--- src/rtl/pwm_pkg.sv ---
// rtl/pwm_pkg.sv - shared constants, state type and conversion helpers for pwm_demod (PWM_DEMOD_AVG_EN adds the averaged conversion)
package pwm_pkg;

  localparam int PWM_FRAME = 32;
  localparam int PHASE_W   = 5;
  localparam int SAMPLE_W  = 24;
  localparam int HC_W      = 6;

  localparam logic [SAMPLE_W-1:0] MIDSCALE   = 24'h800000;
  localparam logic [SAMPLE_W-1:0] FULLSCALE  = 24'hFFFFFF;
  localparam logic [PHASE_W-1:0]  LAST_PHASE = PHASE_W'(PWM_FRAME - 1);

  typedef enum logic {
    SEARCH = 1'b0,
    RUN    = 1'b1
  } pwm_state_e;

  // High count of one frame (0..32) to a sample; a full frame of high saturates.
  function automatic logic [SAMPLE_W-1:0] hc_to_sample(input logic [HC_W-1:0] hc);
    if (hc[HC_W-1]) begin
      return FULLSCALE;
    end
    return {hc[HC_W-2:0], 19'b0};
  endfunction

`ifdef PWM_DEMOD_AVG_EN
  // Sum of two frame counts (0..64) to a sample; 64 saturates.
  function automatic logic [SAMPLE_W-1:0] sum_to_sample(input logic [HC_W:0] sum);
    if (sum[HC_W]) begin
      return FULLSCALE;
    end
    return {sum[HC_W-1:0], 18'b0};
  endfunction
`endif

endpackage

--- src/rtl/pwm_sync.sv ---
// rtl/pwm_sync.sv - input synchronizer and rising-edge detector for the PWM stream
module pwm_sync #(
  parameter int SYNC_STAGES = 2
) (
  input  logic mck,
  input  logic rst,
  input  logic pwm_in,
  output logic pwm_s,
  output logic rise
);

  // SYNC_STAGES must be at least 2 so the first flop can settle before use.
  logic [SYNC_STAGES-1:0] sync_q;
  logic                   pwm_s_d;

  // Shift the asynchronous input through the chain and keep one delayed copy for the edge detector.
  always_ff @(posedge mck) begin
    if (rst) begin
      sync_q  <= '0;
      pwm_s_d <= 1'b0;
    end else begin
      sync_q  <= {sync_q[SYNC_STAGES-2:0], pwm_in};
      pwm_s_d <= sync_q[SYNC_STAGES-1];
    end
  end

  assign pwm_s = sync_q[SYNC_STAGES-1];
  assign rise  = pwm_s & ~pwm_s_d;

endmodule

--- src/rtl/pwm_demod.sv ---
// rtl/pwm_demod.sv - PWM frame demodulator top: lock FSM, high counter and conversion (PWM_DEMOD_AVG_EN averages two frames)
module pwm_demod
  import pwm_pkg::*;
#(
  parameter int SYNC_STAGES = 2
) (
  input  logic                mck,
  input  logic                rst,
  input  logic                pwm_in,
  output logic [SAMPLE_W-1:0] sample,
  output logic                sample_valid,
  output logic                locked,
  output logic                sync_err,
  output logic [PHASE_W-1:0]  phase
);

  logic pwm_s;
  logic rise;

  pwm_sync #(
    .SYNC_STAGES(SYNC_STAGES)
  ) u_sync (
    .mck   (mck),
    .rst   (rst),
    .pwm_in(pwm_in),
    .pwm_s (pwm_s),
    .rise  (rise)
  );

  pwm_state_e          state;
  logic [HC_W-1:0]     hc;
  logic [PHASE_W-1:0]  tmo;
  logic                err_f;

  // Count for the frame including the current bit; at frame end this is the final count.
  logic [HC_W-1:0]     hc_final;
  logic                frame_end;
  logic                bad_rise;
  logic                frame_bad;
  logic [SAMPLE_W-1:0] frame_sample;

  assign hc_final  = hc + HC_W'(pwm_s);
  assign frame_end = (state == RUN) && (phase == LAST_PHASE);
  assign bad_rise  = rise && (phase != '0);
  // A misplaced rise on the frame-end cycle itself must also drop the frame.
  assign frame_bad = err_f | bad_rise;

`ifdef PWM_DEMOD_AVG_EN
  logic [HC_W-1:0] prev_hc;
  logic            avg_first;
  logic [HC_W:0]   avg_sum;

  // The first frame after lock pairs with itself, so it comes out unaveraged.
  assign avg_sum      = {1'b0, hc_final} + (avg_first ? {1'b0, hc_final} : {1'b0, prev_hc});
  assign frame_sample = sum_to_sample(avg_sum);

  // Track the previous frame count; timeout emissions seed it with the constant level.
  always_ff @(posedge mck) begin
    if (rst) begin
      prev_hc   <= 6'd16;
      avg_first <= 1'b0;
    end else if (state == SEARCH) begin
      if (rise) begin
        avg_first <= 1'b1;
      end else if (tmo == LAST_PHASE) begin
        prev_hc <= pwm_s ? 6'd32 : 6'd0;
      end
    end else if (frame_end && !frame_bad) begin
      prev_hc   <= hc_final;
      avg_first <= 1'b0;
    end
  end
`else
  assign frame_sample = hc_to_sample(hc_final);
`endif

  // Lock FSM: search for a rising edge (emitting constant levels on timeout), then count frames.
  always_ff @(posedge mck) begin
    if (rst) begin
      state        <= SEARCH;
      phase        <= '0;
      hc           <= '0;
      tmo          <= '0;
      err_f        <= 1'b0;
      sample       <= MIDSCALE;
      sample_valid <= 1'b0;
      locked       <= 1'b0;
      sync_err     <= 1'b0;
    end else begin
      sample_valid <= 1'b0;
      sync_err     <= 1'b0;
      case (state)
        SEARCH: begin
          phase <= '0;
          if (rise) begin
            // The rise cycle is phase 0 of the first frame and already holds one high bit.
            state  <= RUN;
            phase  <= PHASE_W'(1);
            hc     <= HC_W'(1);
            err_f  <= 1'b0;
            tmo    <= '0;
            locked <= 1'b1;
          end else if (tmo == LAST_PHASE) begin
            tmo          <= '0;
            sample       <= pwm_s ? FULLSCALE : '0;
            sample_valid <= 1'b1;
          end else begin
            tmo <= tmo + 1'b1;
          end
        end
        RUN: begin
          phase <= phase + 1'b1;
          tmo   <= '0;
          if (frame_end) begin
            // Clearing hc here lets the next phase-0 bit load it through the normal accumulate.
            hc    <= '0;
            err_f <= 1'b0;
            if (frame_bad) begin
              state    <= SEARCH;
              phase    <= '0;
              sync_err <= 1'b1;
              locked   <= 1'b0;
            end else begin
              sample       <= frame_sample;
              sample_valid <= 1'b1;
            end
          end else begin
            hc <= hc_final;
            if (bad_rise) begin
              err_f <= 1'b1;
            end
          end
        end
        default: begin
          state <= SEARCH;
        end
      endcase
    end
  end

endmodule
--- config.mk ---
export PLATFORM = sky130hd
export DESIGN_NAME = pwm_demod
export DESIGN_NICKNAME = d
export VERILOG_FILES = /design/src/rtl/pwm_pkg.sv /design/src/rtl/pwm_sync.sv /design/src/rtl/pwm_demod.sv
export SDC_FILE = /design/constraint.sdc
export NUM_CORES = 1
export LEC_CHECK = 0
export ABC_AREA = 0
export BUFFER_PORTS_ARGS = -buffer_cell sky130_fd_sc_hd__buf_2
export CAP_MARGIN = 20
export CORE_UTILIZATION = 55
export CTS_CLUSTER_DIAMETER = 30
export CTS_CLUSTER_SIZE = 30
export DETAILED_ROUTE_END_ITERATION = 10
export PLACE_DENSITY = 0.79
export SETUP_SLACK_MARGIN = 0.3
export SLEW_MARGIN = 20
export SYNTH_ARGS = -nofsm -noshare
export SYNTH_HDL_FRONTEND = slang
export SYNTH_SLANG_ARGS = --single-unit
--- constraint.sdc ---
create_clock -name mck -period 2.9 [get_ports mck]
set_input_delay 0 -clock mck [delete_from_list [all_inputs] [get_ports mck]]
set_output_delay 0 -clock mck [all_outputs]
set_load 0.005 [all_outputs]
==> run summary <==
Setup Viol. Count Final -> 0
clk buf depth -> 2
sequential area share after synthesis -> 0.396
Initial Utilization -> 0.595
Critical Path RT -> 3.11 ns
Final Hold Vio Count -> 0
WHS -> 0.0708 ns
Fillers -> 223
Post-Syn Area -> 1520 um2
Data arrival, critical path -> 2.35 ns
hpwl dp -> 2040 um
Area after DPL -> 1550 um2
Min-Delay Path Depth -> 2
status -> completed
slack of the critical path -> 0.760 ns
first-pass GRT wire length -> 4530 um
Post-CTS Setup Inserts -> 0
Leak -> 0.731 nW
clock-pin slew on the worst setup and hold paths -> 0.10 ns
drt initial violations -> 28
Final Cycle Share -> 0.738
Reg power frac -> 0.593
Max Transition Viols Final -> 0
EDFF count, synth -> 0
DP Worst Slack -> 0.813 ns
Std-Cell Rows -> 18
Die Ht -> 54.5 um
full die area -> 2970 um2
post-layout min period -> 2.14 ns
routed vias/inst -> 5.71
#FFs+latches synth -> 30
setup_tns -> 0 ns
DRC Markers -> 0
Synth Flop Type -> dfxtp_1
Clock power frac -> 0.347
Critical Path Start Type -> flop
Die X -> 54.5 um
Final Core Density -> 0.636
CTS tree -> done
syn nets -> 182
largest net degree at the start of global routing -> 24
RR Startpoint -> phase[0]$_SDFF_PP0_
final WL -> 2830 um
ant diodes -> 0
hold path endpoint -> u_sync.sync_q[0]$_SDFF_PP0_
cell count after synthesis -> 172
Final Skew -> 0.00614 ns
Post-DRT Antenna Nets -> 0
total core area -> 2540 um2
CTS buffer count -> 5
GRT overflow -> 0
flop2flop setup slack -> 0.76 ns
Syn Area/Cell -> 8.81 um2
worst vdd ir -> 377 uV
worst skew pair latency -> 0.34 ns
first-pass detailed-route iteration total -> 4
Slew HR -> 0.638
CP Class -> reg -> reg
Yosys cell types -> 41
Pint -> 0.532 mW
Async S/R FF share, synth -> 0
Clk Tree Root Cell -> clkbuf_4
gr usage total -> 0.223
# nets final -> 198
DR WL/cell -> 12.9 um
part of the power in combinational logic -> 0.060
Worst Setup End Kind -> flop
net load switching power -> 0.192 mW
antenna violations before repair -> 0
num ports -> 35
I/O Buffers -> 34
HP Start -> rst
HP Class -> in -> reg
r2r endpoint -> sample[20]$_SDFFE_PP0P_
CP max FO -> 8
R2R cell count -> 6
switch share -> 0.265
power per cell area -> 447 nW/um2
yosys warns -> 0
clk sink count -> 30
vias in the first global route -> 1060
CTS HTree Levels -> 2
fmax -> 0.467 GHz
fin area -> 1620 um2
layout cells sized above 1 -> 0.243
measured slew at the worst slew-check pin -> 0.542 ns
Area Overhead vs Synth -> 6.85%
vias -> 1250
Final GP Congestion -> 0.909
setup repair after global routing missed its margin -> no
number of max-cap violations -> 0
-- worst max-delay path, stage by stage, from the launching register on --
cell	delay, ns
dfxtp_1	0.36
inv_1	0.08
ha_1	0.13
or4b_4	0.48
a2111oi_4	0.56
or2_1	0.27
a311oi_1	0.13
-- registers in the layout (all words and copies together), names as in the netlist --
signal / flops
err_f: 1
hc: 6
locked: 1
phase: 5
sample: 6
sample_valid: 1
state: 1
sync_err: 1
tmo: 5
u_sync.pwm_s_d: 1
u_sync.sync_q: 2
-- stage by stage --
stage / power, mW / instances
global placement: 0.480 / 210
floorplan: 0.470 / 172
detailed placement: 0.481 / 210
global route: 0.754 / 219
CTS: 0.728 / 219
finish: 0.724 / 219
-- area by class of cell --
| type | count | area, um2 | share of cell area |
|---|---|---|---|
| repair buffers | 35 | 180 | 0.111 |
| flip-flops and latches | 30 | 601 | 0.371 |
| clock buffers | 5 | 37.5 | 0.0232 |
| inverters | 6 | 22.5 | 0.0139 |
| multi-input cells | 110 | 719 | 0.444 |
| clock inverters | 3 | 21.3 | 0.0131 |
| well taps | 30 | 37.5 | 0.0232 |
-- per-layer routing --
layer / vias to the layer above / wire length, um / track usage
met2: 41 / 1410 / 0.384
met4: 0 / 93 / 0.154
met1: 579 / 1190 / 0.231
li1: 618 / - / -
met5: - / 0 / 0
met3: 12 / 137 / 0.0639
-- cells in the final DEF, fill, tap and decap left out, types with 2 or more instances in the layout --
master     n
nor2b_1    4
nor2_1    15
a21oi_1   12
nand3_1    5
a31oi_1    3
a311oi_1   4
and2_1     3
nand2b_1   3
xnor2_1    3
nand2_1    8
dfxtp_1   30
xor2_1     3
o21ai_0    4
o22ai_1    2
buf_2     34
ha_1       7
clkbuf_4   5
and3_1     6
inv_1      5
nor3_1     9
-- power groups by stage --
stage	Sequential (mW)	Combinational [mW]	Clock (mW)
floorplan	0.436	0.0338	0
CTS	0.429	0.0435	0.256
global placement	0.438	0.0412	0
detailed placement	0.439	0.0420	0
global route	0.431	0.0498	0.274
finish	0.429	0.0435	0.251
-- worst max path at each step --
| stage | start | depth (start not counted) | to |
|---|---|---|---|
| 6_report | phase[0]$_SDFF_PP0_ | 6 | sample[20]$_SDFFE_PP0P_ |
| 5_1_grt | phase[0]$_SDFF_PP0_ | 6 | sample[20]$_SDFFE_PP0P_ |
| 3_5_place_dp | phase[0]$_SDFF_PP0_ | 6 | sample[20]$_SDFFE_PP0P_ |
| 2_1_floorplan | phase[0]$_SDFF_PP0_ | 7 | sample[19]$_SDFFE_PP0P_ |
| 3_3_place_gp | phase[0]$_SDFF_PP0_ | 6 | sample[19]$_SDFFE_PP0P_ |
| 4_1_cts | phase[0]$_SDFF_PP0_ | 6 | sample[20]$_SDFFE_PP0P_ |
-- cell usage after synthesis (2+ instances only) --
master / count / share of area
ha_1: 7 / 0.058
clkbuf_1: 7 / 0.017
o21ai_0: 4 / 0.013
and2_1: 3 / 0.012
inv_1: 5 / 0.012
a311oi_1: 4 / 0.023
dfxtp_1: 30 / 0.40
xnor2_1: 3 / 0.017
nor3_1: 9 / 0.030
and3_1: 6 / 0.025
nand2b_1: 3 / 0.012
a31oi_1: 3 / 0.012
a21oi_1: 12 / 0.040
nor2b_1: 4 / 0.017
o22ai_1: 2 / 0.0083
nand3_1: 5 / 0.017
nor2_1: 15 / 0.037
nand2_1: 8 / 0.020
xor2_1: 3 / 0.017
buf_4: 18 / 0.089
-- kinds of logic after synthesis --
kind of cell | share of synthesized area
flip-flops | 0.396
buffers and inverters | 0.129
AND/OR/NAND/NOR | 0.213
XOR/XNOR | 0.0347
AO/OA/AOI/OAI | 0.163
adder cells (fa/ha/maj) | 0.0578
multiplexers | 0.00661
-- what timing repair did --
| item | 4_1_cts | 5_1_grt |
|---|---|---|
| hold buffers | 1 | 0 |
| resized for setup | 0 | 0 |
| endpoints found under the setup margin | 0 | 0 |
| hold endpoints to repair | 1 | 0 |
Note: power is estimated with default switching activity, not from simulation.
